`src/rtl/cv32e40p_obi_arbiter.sv`:
```
// Purpose: round-robin arbiter sharing one OBI master port between instruction fetch (m0) and load/store (m1).
// Latency: zero-cycle request/grant and response paths, with combinational muxing and an in-order ID FIFO for routing.
// Backpressure: locks onto the selected requester until it is granted, and stalls new requests while MAX_OUTSTANDING are in flight.
module cv32e40p_obi_arbiter #(
  parameter int MAX_OUTSTANDING = 2,
  parameter int CNT_W           = $clog2(MAX_OUTSTANDING + 1)
) (
  input  logic        clk,
  input  logic        rst_n,

  input  logic        m0_req_i,
  output logic        m0_gnt_o,
  input  logic [31:0] m0_addr_i,
  input  logic        m0_we_i,
  input  logic [3:0]  m0_be_i,
  input  logic [31:0] m0_wdata_i,
  input  logic [5:0]  m0_atop_i,
  output logic        m0_rvalid_o,
  output logic [31:0] m0_rdata_o,
  output logic        m0_err_o,

  input  logic        m1_req_i,
  output logic        m1_gnt_o,
  input  logic [31:0] m1_addr_i,
  input  logic        m1_we_i,
  input  logic [3:0]  m1_be_i,
  input  logic [31:0] m1_wdata_i,
  input  logic [5:0]  m1_atop_i,
  output logic        m1_rvalid_o,
  output logic [31:0] m1_rdata_o,
  output logic        m1_err_o,

  output logic        obi_req_o,
  input  logic        obi_gnt_i,
  output logic [31:0] obi_addr_o,
  output logic        obi_we_o,
  output logic [3:0]  obi_be_o,
  output logic [31:0] obi_wdata_o,
  output logic [5:0]  obi_atop_o,
  input  logic [31:0] obi_rdata_i,
  input  logic        obi_rvalid_i,
  input  logic        obi_err_i,

  output logic        busy_o
);

  localparam int               PTR_W    = (MAX_OUTSTANDING > 1) ? $clog2(MAX_OUTSTANDING) : 1;
  localparam logic [CNT_W-1:0] CNT_MAX  = CNT_W'(MAX_OUTSTANDING);
  localparam logic [PTR_W-1:0] PTR_LAST = PTR_W'(MAX_OUTSTANDING - 1);

  typedef enum logic {UNLOCKED, LOCKED} state_t;

  state_t           state_q;
  logic             sel_q;
  logic             rr_q;
  logic [CNT_W-1:0] cnt_q;
  logic [PTR_W-1:0] wr_ptr_q;
  logic [PTR_W-1:0] rd_ptr_q;
  logic             id_mem [MAX_OUTSTANDING];

  logic room;
  logic sel;
  logic req;
  logic hs;
  logic pop;
  logic head;

  // Full is only reachable through a grant, so a locked requester always has room.
  assign room = (cnt_q < CNT_MAX);

  // Winner selection: the locked port wins, otherwise a lone requester, otherwise the round-robin port.
  always_comb begin
    sel = 1'b0;
    if (state_q == LOCKED) begin
      sel = sel_q;
    end else if (m0_req_i && m1_req_i) begin
      sel = rr_q;
    end else begin
      sel = m1_req_i;
    end
  end

  assign req  = rst_n & ((state_q == LOCKED) | ((m0_req_i | m1_req_i) & room));
  assign hs   = req & obi_gnt_i;
  assign pop  = rst_n & obi_rvalid_i & (cnt_q != '0);
  assign head = id_mem[rd_ptr_q];

  assign obi_req_o   = req;
  assign obi_addr_o  = sel ? m1_addr_i  : m0_addr_i;
  assign obi_we_o    = sel ? m1_we_i    : m0_we_i;
  assign obi_be_o    = sel ? m1_be_i    : m0_be_i;
  assign obi_wdata_o = sel ? m1_wdata_i : m0_wdata_i;
  assign obi_atop_o  = sel ? m1_atop_i  : m0_atop_i;

  assign m0_gnt_o    = hs & ~sel;
  assign m1_gnt_o    = hs & sel;
  assign m0_rvalid_o = pop & ~head;
  assign m1_rvalid_o = pop & head;
  assign m0_rdata_o  = obi_rdata_i;
  assign m1_rdata_o  = obi_rdata_i;
  assign m0_err_o    = obi_err_i;
  assign m1_err_o    = obi_err_i;
  assign busy_o      = rst_n & (cnt_q != '0);

  // Lock FSM, round-robin pointer, outstanding counter and ID FIFO pointers.
  always_ff @(posedge clk) begin
    if (!rst_n) begin
      state_q  <= UNLOCKED;
      sel_q    <= 1'b0;
      rr_q     <= 1'b1;
      cnt_q    <= '0;
      wr_ptr_q <= '0;
      rd_ptr_q <= '0;
    end else begin
      case (state_q)
        UNLOCKED: begin
          if (req && !obi_gnt_i) begin
            state_q <= LOCKED;
            sel_q   <= sel;
          end
        end
        LOCKED: begin
          if (obi_gnt_i) begin
            state_q <= UNLOCKED;
          end
        end
        default: state_q <= UNLOCKED;
      endcase

      if (hs) begin
        rr_q     <= ~sel;
        wr_ptr_q <= (wr_ptr_q == PTR_LAST) ? '0 : wr_ptr_q + 1'b1;
      end

      if (pop) begin
        rd_ptr_q <= (rd_ptr_q == PTR_LAST) ? '0 : rd_ptr_q + 1'b1;
      end

      if (hs && !pop) begin
        cnt_q <= cnt_q + 1'b1;
      end else if (!hs && pop) begin
        cnt_q <= cnt_q - 1'b1;
      end
    end
  end

  // ID storage: records which port owns each granted transaction, in issue order.
  always_ff @(posedge clk) begin
    if (hs) begin
      id_mem[wr_ptr_q] <= sel;
    end
  end

endmodule

```
`config.mk`:
```
export PLATFORM = sky130hd
export DESIGN_NAME = cv32e40p_obi_arbiter
export DESIGN_NICKNAME = d
export VERILOG_FILES = /design/src/rtl/cv32e40p_obi_arbiter.sv
export SDC_FILE = /design/constraint.sdc
export NUM_CORES = 1
export LEC_CHECK = 0
export BUFFER_PORTS_ARGS = -buffer_cell sky130_fd_sc_hd__buf_2
export CORE_AREA = 2 2 132 134
export CTS_BUF_LIST = sky130_fd_sc_hd__clkbuf_8
export DETAILED_ROUTE_END_ITERATION = 7
export DIE_AREA = 0 0 134 136
export SLEW_MARGIN = 40
export SYNTH_ARGS = -nofsm -noshare
export SYNTH_HDL_FRONTEND = slang
export SYNTH_SLANG_ARGS = --single-unit
```
`constraint.sdc`:
```
create_clock -name clk -period 2.5 [get_ports clk]
set_clock_uncertainty 0.1 [all_clocks]
set_input_delay 0.5 -clock clk [delete_from_list [all_inputs] [get_ports clk]]
set_output_delay 0.5 -clock clk [all_outputs]
set_load 0.02 [all_outputs]
```
# Word level (Yosys, flattened, before mapping)
# Memory sizes are Yosys's and may differ from the RTL's. A register that Yosys moved wholly into a read port is not among the register bits.
# Cells that the tools add are included.
[op_classes] addsub=4 n_mul=0 n_div=0 n_lt_le_gt_ge=1 n_eq_ne=0 shifts=0 muxes=18 n_bitwise=15 reduce_logical=10
[ops] operator="32-bit 2-to-1 mux" n=2
[ops] operator="1-bit 2-to-1 mux" n=11
[ops] operator="1-bit AND" n=10
[ops] operator="6-bit 2-to-1 mux" n=1
[ops] operator="1-bit logical AND" n=4
[ops] operator="2-bit 2-to-1 mux" n=2
[ops] operator="4-bit 2-to-1 mux" n=1
[ops] operator="2-bit nonzero test" n=2
[ops] operator="1-bit logical NOT" n=3
[ops] operator="1-bit inverter" n=3
[ops] operator="1-bit adder (second input constant)" n=2
[ops] operator="2-bit by 1-bit adder with 2-bit output (second input constant)" n=1
[ops] operator="2-bit less-than comparator (second input constant)" n=1
[ops] operator="1-bit OR" n=2
[ops] operator="1-bit one-hot mux with 2 select lines" n=1
[ops] operator="2-bit AND reduction" n=1
[ops] operator="2-bit by 1-bit subtractor with 2-bit output (second input constant)" n=1
[totals] ff_bits=7 latchBits=0 ramBits=2 rom_bits=0 in_bits=189 elab_cells=55 mem_count=1
[mem_list] name="id_mem" words=2 word_bits=1 read_ports=1 rd_ports_with_merged_regs=1 write_ports=1 line="59" source="logic id_mem [MAX_OUTSTANDING];"

# Logic depth before layout (Yosys ltp)
# Gate-level depths: netlist of run 1.
[depth] depth_word=9 mapped_depth=7 ltp_nobuf=7

# Worst setup path before layout of run 1
# No wires, ideal clock.
[synth_timing] kind="input port to flip-flop" startpoint="in rst_n" endpoint="reg cnt_q[1]" t_arrival_ns=2.027 required_time_ns=2.324 slack_ns=0.297 stages=6 cell_sequence="clkbuf_1 -> o21a_1 -> nand2_1 -> ha_1 -> or3_1 -> a21boi_0"
[synth_via] elab_chain_len=5 word_cells_on_any_way=10 classes_between="mux (1); bitwise (4); reduce/logical (5)"
[synth_rtl] element="start, declared" line="9" source="input logic rst_n,"
[synth_rtl] element="1-bit AND (on tied branches)" line="85, 83"
[synth_rtl] element="1-bit AND (on tied branches)" line="85, 84"
[synth_rtl] element="1-bit logical NOT (on tied branches)" line="139, 141"
[synth_rtl] element="1-bit logical AND (on tied branches)" line="139, 141"
[synth_rtl] element="2-bit 2-to-1 mux / 2-bit nonzero test (equally long branches)"
[synth_rtl] element="end signal, assigned" line="140" source="cnt_q <= cnt_q + 1'b1;"
[synth_rtl] element="end signal, assigned" line="142" source="cnt_q <= cnt_q - 1'b1;"
[synth_rtl] element="end, declared" line="56" source="logic [CNT_W-1:0] cnt_q;"
# Several ways; a longest one is shown, not always the timed one.
# A chain may end at the register's enable or synchronous reset.

# Final worst setup path of run 1
[layout_timing] startpoint="in m1_req_i" endpoint="out obi_wdata_o[19]"
[layout_via] elab_chain_len=4
[layout_rtl] element="start, declared" line="22" source="input logic m1_req_i,"
[layout_rtl] element="1-bit logical AND" line="76" source="end else if (m0_req_i && m1_req_i) begin"
[layout_rtl] element="1-bit 2-to-1 mux (*)" line="76"
[layout_rtl] element="1-bit 2-to-1 mux (*)" line="74" source="if (state_q == LOCKED) begin"
[layout_rtl] element="32-bit 2-to-1 mux (*)" line="92" source="assign obi_wdata_o = sel ? m1_wdata_i : m0_wdata_i;"
[layout_rtl] element="end, declared" line="38" source="output logic [31:0] obi_wdata_o,"
# Every way passes the cells marked *; elsewhere a longest branch is shown, timed or not.

==> metrics.txt, run 1 <==
outcome finished clean; # Max-Cap Violations 0; vias in the first global route 2,017; Inst Count DP 593; Syn Area/Cell 9.55 um^2; routability cong. 0.730; CP top delay family buffers and inverters; Worst Path Arrival 1.83 ns; worst-path cell chain buf_2, nor2b_1, a22o_4, buf_12, mux2_2, buf_2; std cell rows 48; largest net degree at the start of global routing 27; register area share after synthesis 0.115; CTS H-tree lvls 1; # resized after CTS 0; worst hold start rd_ptr_q; Max-slew headroom 0.769; Synth Net Count 390; Critical Path RT 1.90 ns; chip height 136 um; cell count after synthesis 200; post-route insts no fill 601; initial antenna violation count 1; I/O pin count 336; most frequent CP cell buf_2; Worst Hold Path Cells 1; area of the die 18,200 um^2; post-synth top area cell mux2_2; setup tns final 0 ns; peak supply drop 0.000130 V; layout cells sized above 1 0.872; Synth top area share 0.407; later-pin clock latency in the skew report 0.24 ns; DRT antenna net count 0; # clock sinks 10; CTS clk-pin slew, worst paths 0.04 ns; worst hold path class reg -> reg; final hold violations 0; # setup viols final 0; Total Power 1.20 mW; Tmin final 2.43 ns; Chip Width 134 um; Largest stage delay, worst path 0.40 ns; period utilization 0.970; setup ws final 0.0746 ns; final net count 565; Place WS 0.0308 ns; critical setup path kind in -> out; post-synthesis cell area 1910 um^2; Hold WS 0.363 ns; unrepaired setup endpoints after global routing false; Layout area overhead 55.4%; Initial Util 0.113; reg-to-reg endpoint cnt_q[1]; clock tree buffer depth 2; DR iter-0 viols 78; CTS root buf clkbuf_8; gr ovfl total 0; drt pass-1 iters 4; PwrDens 404 nW/um^2; FMAX 412 MHz; CTS tree built; CTS hold repair buffers 0; post-synth cell types 30; Crit. End Element output port; max-slew violation count 0; port bufs 236; Tightest Pin Transition 0.344 ns; Worst R2R Path Depth 6; Seq cells post-synth 10; first-pass GRT wire length 13.0 mm; reg2reg start cnt_q[1]; Via-to-Cell Ratio 3.59; Setup Fix Bufs, Post-CTS 0; drt total wl 10.6 mm; Worst Path Buf+Inv 3; total vias in the final route 2,156; Critical Path Source Type input port; Leak 1.54 nW; R2R setup slack 0.63 ns; Critical-path top delay cell mux2_2; CTS Buf Count 3; DRC 0; wire length per cell 17.6 um; Synth Warn # 0; DPL Wire Length 9.55 mm; synth top area cells mux2_2 41%, buf_4 26%, dfxtp_1 8.4%; global-route usage over all layers 0.102; area of the core 16,900 um^2; worst-path fanout max 26
==> synthesized netlist by cell type (all sizes together) <==
cell,number
buf,75
mux2,75
dfxtp,8
mux2i,4
nand2,4
nor2,4
and2,3
and3,2
edfxtp,2
inv,2
nor2b,2
o211ai,2
o21a,2
o21ai,2
a21boi,1
a22o,1
clkbuf,1
ha,1
nand2b,1
nand3,1
nor4,1
o21ba,1
o2bb2ai,1
o311ai,1
or3,1
xnor2,1
xor2,1
==> sequential cells by signal, summed over array words and instances (netlist names), named ones only <==
| register | cells |
|---|---|
| wr_ptr_q | 1 |
| state_q | 1 |
| cnt_q | 2 |
| rd_ptr_q | 1 |
| id_mem | 2 |
| rr_q | 1 |
| sel_q | 1 |
==> worst register-to-register path, cell delays in order (launching register included) <==
cell and delay (ns):
dfxtp_1 0.39, o21ba_2 0.20, o211ai_1 0.20, inv_1 0.07, ha_1 0.32, or3_1 0.37, a21boi_0 0.17
==> area by class of cell <==
cell class / instances / area [um^2]
multi-input cells: 112 / 1130
flip-flops and latches: 10 / 220
inverters: 2 / 7.51
clock inverters: 1 / 3.75
repair buffers: 246 / 1280
well taps: 225 / 282
fillers: 1909 / 13900
diodes: 2 / 5.00
clock buffers: 3 / 41.3
==> power by group <==
| part | switching, mW | internal, mW | leakage [nW] |
|---|---|---|---|
| logic | 0.442 | 0.383 | 1.43 |
| registers | 0.0167 | 0.186 | 0.0843 |
| clock network | 0.0631 | 0.108 | 0.0231 |
| total | 0.522 | 0.677 | 1.54 |
==> stage by stage <==
stage / utilization / area (um^2)
2_1_floorplan: - / 1910
3_3_place_gp: 0.172 / 2900
3_5_place_dp: 0.172 / 2900
4_1_cts: 0.175 / 2950
5_1_grt: 0.176 / 2970
6_report: 0.176 / 2970
==> how the worst max path moves through the flow <==
stage	from	cells past startpoint	endpoint
2_1_floorplan	rst_n	6	cnt_q[1]
3_3_place_gp	m1_req_i	6	obi_wdata_o[29]
3_5_place_dp	m1_req_i	6	obi_wdata_o[29]
4_1_cts	state_q	5	obi_wdata_o[29]
5_1_grt	state_q	5	obi_wdata_o[29]
6_report	m1_req_i	6	obi_wdata_o[19]
==> routing by layer <==
metal / GRT usage / wire, um
met5: 0 / 0
met1: 0.130 / 4410
met4: 0.0296 / 132
met3: 0.0727 / 1910
met2: 0.133 / 4140
==> placed cells by master (no fill, tap or decap), drive strengths merged, types with 2 or more instances in the layout <==
cell / instances
mux2: 75
nand2: 4
o21ai: 2
dfxtp: 8
and3: 2
edfxtp: 2
inv: 2
buf: 246
o21a: 2
nor2: 4
diode: 2
and2: 3
clkbuf: 3
o211ai: 2
mux2i: 4
nor2b: 2
==> cells by family after synthesis <==
kind of cell / after synthesis / synth area share
compound gates: 11 / 0.0439
xor+xnor: 2 / 0.00918
fa+ha+maj: 1 / 0.00655
buf+inv: 78 / 0.299
flops: 10 / 0.115
mux: 79 / 0.475
simple gates: 19 / 0.0511
No activity file was read; power rests on OpenSTA's default activity.
==> run 2, diff against run 1 <==
--- a/config.mk
+++ b/config.mk
@@ -5,11 +5,12 @@
 export SDC_FILE = /design/constraint.sdc
 export NUM_CORES = 1
 export LEC_CHECK = 0
+export ABC_AREA = 1
 export BUFFER_PORTS_ARGS = -buffer_cell sky130_fd_sc_hd__buf_2
-export CORE_AREA = 2 2 132 134
+export CORE_AREA = 2 2 129 131
 export CTS_BUF_LIST = sky130_fd_sc_hd__clkbuf_8
 export DETAILED_ROUTE_END_ITERATION = 7
-export DIE_AREA = 0 0 134 136
+export DIE_AREA = 0 0 131 133
 export SLEW_MARGIN = 40
 export SYNTH_ARGS = -nofsm -noshare
 export SYNTH_HDL_FRONTEND = slang
==> metrics.txt, run 2 <==
switching part of the total power 0.486 (+0.0505); Layout area overhead 52.3%; # resized after CTS 0 (unchanged); CTS hold repair buffers 0 (unchanged); reg2reg start cnt_q[1]; Crit path depth 9 (+3); area of the die 17,400 um^2 (-4.4%); I/O pin count 336 (unchanged); combinational fraction of design power 0.680 (-0.008); reg-to-reg endpoint cnt_q[1]; Async SR Flop Fraction 0 (unchanged); global-route usage over all layers 0.0709 (-0.0308); routability cong. 0.721 (-1.2%); worst hold path class reg -> reg; Syn Area/Cell 5.04 um^2 (-47%); chip height 133 um (-2.2%); busiest grt layer met2; Critical Path Source Type input port; CTS tree built; DRT antenna net count 0 (unchanged); Total Power 1.12 mW (-6.7%); largest net degree at the start of global routing 78 (+190%); synth cell count leaders 238 x nand2_1, 70 x buf_4, 19 x inv_1, 15 x nor2_1, 8 x dfxtp_1; vias in the first global route 2,324 (+15%); Worst R2R Path Depth 10 (+4); Tightest Pin Transition 0.336 ns (-0.00714 ns); Synth Area in Adders 0.00649 (-0.0000596); DRC 0 (unchanged); FMAX 434 MHz (+5.2%); Leak 1.96 nW (+28%); post-synth cell types 16 (-47%); grt met3 use 0.0251 (-0.0476); fin area 2940 um^2 (-1.1%); Post-Synth XOR/XNOR Area 0.00455 (-0.00463); placed cell area 2890 um^2 (-0.43%); # Max-Cap Violations 0 (unchanged); Crit. Startpoint m1_req_i; initial antenna violation count 0 (-1); mux contribution to synthesized area 0 (-0.475); Hold WS 0.388 ns (+0.0245 ns); post-synthesis cell area 1930 um^2 (+0.92%); switching pwr 0.543 mW (+4.1%); CTS Buf Count 3 (unchanged); Worst Path Buf+Inv 5 (+2); largest family of logic cells by synthesized area simple AND/OR/NAND/NOR gates; wire length per cell 9.43 um (-47%); Synth top area share 0.464 (+0.0567); Sequential Power Share 0.168 (-0.002); Synth Net Count 572 (+47%); CTS H-tree lvls 1 (unchanged); drt pass-1 iters 4 (unchanged); setup tns final 0 ns (unchanged); PwrDens 381 nW/um^2 (-5.7%); port bufs 236 (unchanged); Largest stage delay, worst path 0.27 ns (-0.13 ns); most frequent cells in the layout 238 x nand2_1, 236 x buf_2, 19 x inv_1; post-route insts no fill 765 (+27%); worst-path cell chain buf_2, inv_1, nor2_1, a21oi_4, inv_2, buf_4, nand2_1, nand2_1, buf_2; std cell rows 47 (-2.1%); Max-slew headroom 0.775 (+0.00655); cell count after synthesis 382 (+91%); Tmin final 2.30 ns (-0.121 ns); Post-synth EDFFs 2 (unchanged); final hold violations 0 (unchanged); Chip Width 131 um (-2.2%); later-pin clock latency in the skew report 0.23 ns (about the same); register area share after synthesis 0.114 (-0.00105); layout cells sized above 1 0.453 (-0.418); final net count 736 (+30%); largest registers cnt_q: 2 flops, id_mem: 2 flops; Via-to-Cell Ratio 3.53 (-1.5%); Critical Path RT 1.90 ns (about the same); Synth Area in Compound Gates 0.0227 (-0.0212); critical setup path kind in -> out; most common cell after layout, fill and taps aside nand2_1; peak supply drop 0.000135 V (+4.0%); CP top delay family buffers and inverters; Crit. End Element output port; worst-path fanout max 13 (-50%); clock tree buffer depth 2 (unchanged); Seq cells post-synth 10 (unchanged); CTS clk-pin slew, worst paths 0.05 ns (about the same); total vias in the final route 2,702 (+25%); CTS root buf clkbuf_8; # setup viols final 0 (unchanged); Setup Fix Bufs, Post-CTS 0 (unchanged); # clock sinks 10 (unchanged); end of the critical path obi_addr_o[19]; met1 usage 0.0735 (-0.0566); period utilization 0.922 (-0.0483); top-count cell post-synth nand2_1; # diodes 0 (-2); unrepaired setup endpoints after global routing false; synth top area cells nand2_1 46%, buf_4 27%, dfxtp_1 8.3%; Worst Path Arrival 1.70 ns (-0.13 ns); post-synth top area cell nand2_1; simple-gate share of the synthesized area 0.510 (+0.459); max-slew violation count 0 (unchanged); Power Internal 0.575 mW (-15%); DR iter-0 viols 99 (+27%); Synth Warn # 0 (unchanged); Critical-path top delay cell inv_2; Clk pwr share 0.151 (+0.009); Top FF cell, synth dfxtp_1; Inst Count DP 761 (+28%); Initial Util 0.119 (+0.00601); met2 usage 0.132 (-0.00121); first-pass GRT wire length 10.1 mm (-22%); area of the core 16,200 um^2 (-4.2%); outcome finished clean; gr ovfl total 0 (unchanged); DPL Wire Length 5.91 mm (-38%); drt total wl 7.22 mm (-32%); R2R setup slack 0.68 ns (+0.05 ns)
-- run 2: cell count changes after synthesis, moves of 4 or more --
| cell | change |
|---|---|
| nand2_1 | +234 |
| mux2_2 | -69 |
| inv_1 | +17 |
| nor2_1 | +11 |
| mux2_4 | -6 |
| clkbuf_1 | +5 |
| buf_4 | +4 |
| mux2i_1 | -4 |
-- run 2: area by class of cell --
| class | count | area [um^2] |
|---|---|---|
| clock buffers | 3 | 41.3 |
| clock inverters | 1 | 3.75 |
| fillers | 1866 | 13200 |
| inverters | 20 | 75.1 |
| multi-input cells | 269 | 1060 |
| flip-flops and latches | 10 | 220 |
| well taps | 220 | 275 |
| repair buffers | 242 | 1260 |
-- run 2: worst min path at each step --
stage | startpoint | to | slack [ns] | depth (start not counted)
2_1_floorplan | rr_q | rr_q | 0.34 | 2
3_3_place_gp | cnt_q[0] | cnt_q[0] | 0.37 | 1
3_5_place_dp | cnt_q[0] | cnt_q[0] | 0.39 | 1
4_1_cts | cnt_q[0] | cnt_q[0] | 0.40 | 1
5_1_grt | obi_gnt_i | state_q | 0.41 | 2
6_report | cnt_q[0] | cnt_q[0] | 0.39 | 1
-- run 2: cell families after synthesis --
logic type | Yosys count
flops | 10
fa+ha+maj | 1
simple gates | 259
xor+xnor | 1
compound gates | 8
buf+inv | 103
-- run 2: layer usage --
layer	wire length, um	vias up	part of all wire
met1	2780	1088	0.39
li1	-	1393	-
met5	0	-	0
met2	3420	202	0.47
met3	902	19	0.13
met4	107	0	0.015
-- run 2: power groups by stage --
stage	combinational (mW)	clock, mW	sequential [mW]
3_3_place_gp	0.762	0	0.191
3_5_place_dp	0.764	0	0.191
2_1_floorplan	0.594	0	0.189
6_report	0.760	0.169	0.188
5_1_grt	0.844	0.181	0.190
4_1_cts	0.767	0.173	0.188
-- run 2: per-stage QoR --
step / setup WS, ns / util
after floorplan: 0.507 / -
after global placement: 0.189 / 0.179
after detailed placement: 0.190 / 0.179
after CTS: 0.179 / 0.182
after global routing: 0.0651 / 0.182
final: 0.195 / 0.182
-- run 2: worst register-to-register path: cells and delay by family (launching register included) --
kind            cells  cell delay (ns)
flops               1             0.35
compound gates      3             0.32
buf+inv             3             0.23
simple gates        3             0.45
fa+ha+maj           1             0.26
==> run 3, diff against run 2 <==
--- a/config.mk
+++ b/config.mk
@@ -8,7 +8,6 @@
 export ABC_AREA = 1
 export BUFFER_PORTS_ARGS = -buffer_cell sky130_fd_sc_hd__buf_2
 export CORE_AREA = 2 2 129 131
-export CTS_BUF_LIST = sky130_fd_sc_hd__clkbuf_8
 export DETAILED_ROUTE_END_ITERATION = 7
 export DIE_AREA = 0 0 131 133
 export SLEW_MARGIN = 40
==> metrics.txt, run 3 (synthesis results as in run 2) <==
outcome finished clean; Leak 1.98 nW (+0.78%); Crit. End Element output port; total vias in the final route 2,694 (-0.30%); most common cell after layout, fill and taps aside nand2_1; Layout area overhead 54.1%; # clock sinks 10 (unchanged); Place WS 0.190 ns (unchanged); vias in the first global route 2,328 (+0.17%); DR iter-0 viols 112 (+13%); # Max-Cap Violations 0 (unchanged); port bufs 236 (unchanged); first-pass GRT wire length 10.2 mm (+0.95%); gr ovfl total 0 (unchanged); drt pass-1 iters 4 (unchanged); Clk pwr share 0.229 (+0.078); area of the die 17,400 um^2 (unchanged); period utilization 0.924 (+0.00186); DRT antenna net count 0 (unchanged); # setup viols final 0 (unchanged); Critical Path RT 1.90 ns (about the same); Setup Fix Bufs, Post-CTS 0 (unchanged); routability cong. 0.721 (unchanged); area of the core 16,200 um^2 (unchanged); # resized after CTS 0 (unchanged); PwrDens 415 nW/um^2 (+8.9%); DPL Wire Length 5.91 mm (unchanged); drt total wl 7.25 mm (+0.50%); later-pin clock latency in the skew report 0.23 ns (about the same); Max-slew headroom 0.773 (-0.00286); post-route insts no fill 765 (unchanged); critical setup path kind in -> out; Critical Path Source Type input port; Tightest Pin Transition 0.341 ns (+0.00429 ns); Worst Path Arrival 1.71 ns (about the same); unrepaired setup endpoints after global routing false; Total Power 1.23 mW (+10%); peak supply drop 0.000167 V (+24%); placed cell area 2890 um^2 (unchanged); FMAX 433 MHz (-0.20%); largest registers cnt_q: 2 flops, id_mem: 2 flops; worst hold path class reg -> reg; setup tns final 0 ns (unchanged); Chip Width 131 um (unchanged); clock tree buffer depth 2 (unchanged); CTS hold repair buffers 0 (unchanged); layout cells sized above 1 0.453 (unchanged); fin area 2970 um^2 (+1.2%); most frequent cells in the layout 238 x nand2_1, 236 x buf_2, 19 x inv_1; Via-to-Cell Ratio 3.52 (-0.30%); setup ws final 0.191 ns (-0.00466 ns); Tmin final 2.31 ns (+0.00466 ns); combinational fraction of design power 0.618 (-0.062); I/O pin count 336 (unchanged); Initial Util 0.119 (unchanged); CTS root buf clkbuf_16; wire length per cell 9.48 um (+0.50%); CTS clk-pin slew, worst paths 0.04 ns (about the same); CTS tree built; # diodes 0 (unchanged); initial antenna violation count 0 (unchanged); CTS Buf Count 3 (unchanged); switching pwr 0.554 mW (+2.1%); Inst Count DP 761 (unchanged); DRC 0 (unchanged); worst-path fanout max 13 (unchanged); largest net degree at the start of global routing 78 (unchanged); global-route usage over all layers 0.0721 (+0.00124); CTS H-tree lvls 1 (unchanged); std cell rows 47 (unchanged); final hold violations 0 (unchanged); Power Internal 0.677 mW (+18%); switching part of the total power 0.450 (-0.0358); Sequential Power Share 0.153 (-0.015); chip height 133 um (unchanged); final net count 736 (unchanged); max-slew violation count 0 (unchanged)
[run 3: path summary, 6_finish.rpt]
check,start,end,slack [ns],cells after the start
setup / recovery,m1_req_i,obi_addr_o[19],0.19,9
hold / removal,cnt_q[0],cnt_q[0],0.39,1
setup reg to reg,cnt_q[1],cnt_q[1],0.63,10
hold reg to reg,cnt_q[0],cnt_q[0],0.39,1
[run 3: stage by stage]
step | utilization | hold WS [ns]
global route | 0.184 | 0.409
finish | 0.184 | 0.387
CTS | 0.184 | 0.395
floorplan | - | 0.343
global placement | 0.179 | 0.375
detailed placement | 0.179 | 0.386
[run 3: layout make-up]
class	count	area, um^2
clock buffer	3	75.1
clock inverter	1	3.75
fill	1860	13200
inverter	20	75.1
multi-input combinational	269	1060
sequential	10	220
tap	220	275
timing repair buffer	242	1260
[run 3: per-layer routing]
| metal | part of all wire | global-route usage |
|---|---|---|
| met1 | 0.39 | 0.0740 |
| met2 | 0.47 | 0.133 |
| met3 | 0.13 | 0.0263 |
| met4 | 0.017 | 0.0242 |
| met5 | 0 | 0 |
[run 3: power by group through the flow]
| stage | logic, mW | clock network (mW) | registers, mW |
|---|---|---|---|
| 2_1_floorplan | 0.594 | 0 | 0.189 |
| 3_3_place_gp | 0.762 | 0 | 0.191 |
| 3_5_place_dp | 0.764 | 0 | 0.191 |
| 4_1_cts | 0.768 | 0.288 | 0.189 |
| 5_1_grt | 0.845 | 0.296 | 0.191 |
| 6_report | 0.761 | 0.282 | 0.189 |
[run 3: critical path, cell delays in order]
cell and delay, ns:
buf_2 0.10, inv_1 0.05, nor2_1 0.16, a21oi_4 0.09
inv_2 0.27, buf_4 0.22, nand2_1 0.06, nand2_1 0.08
buf_2 0.17
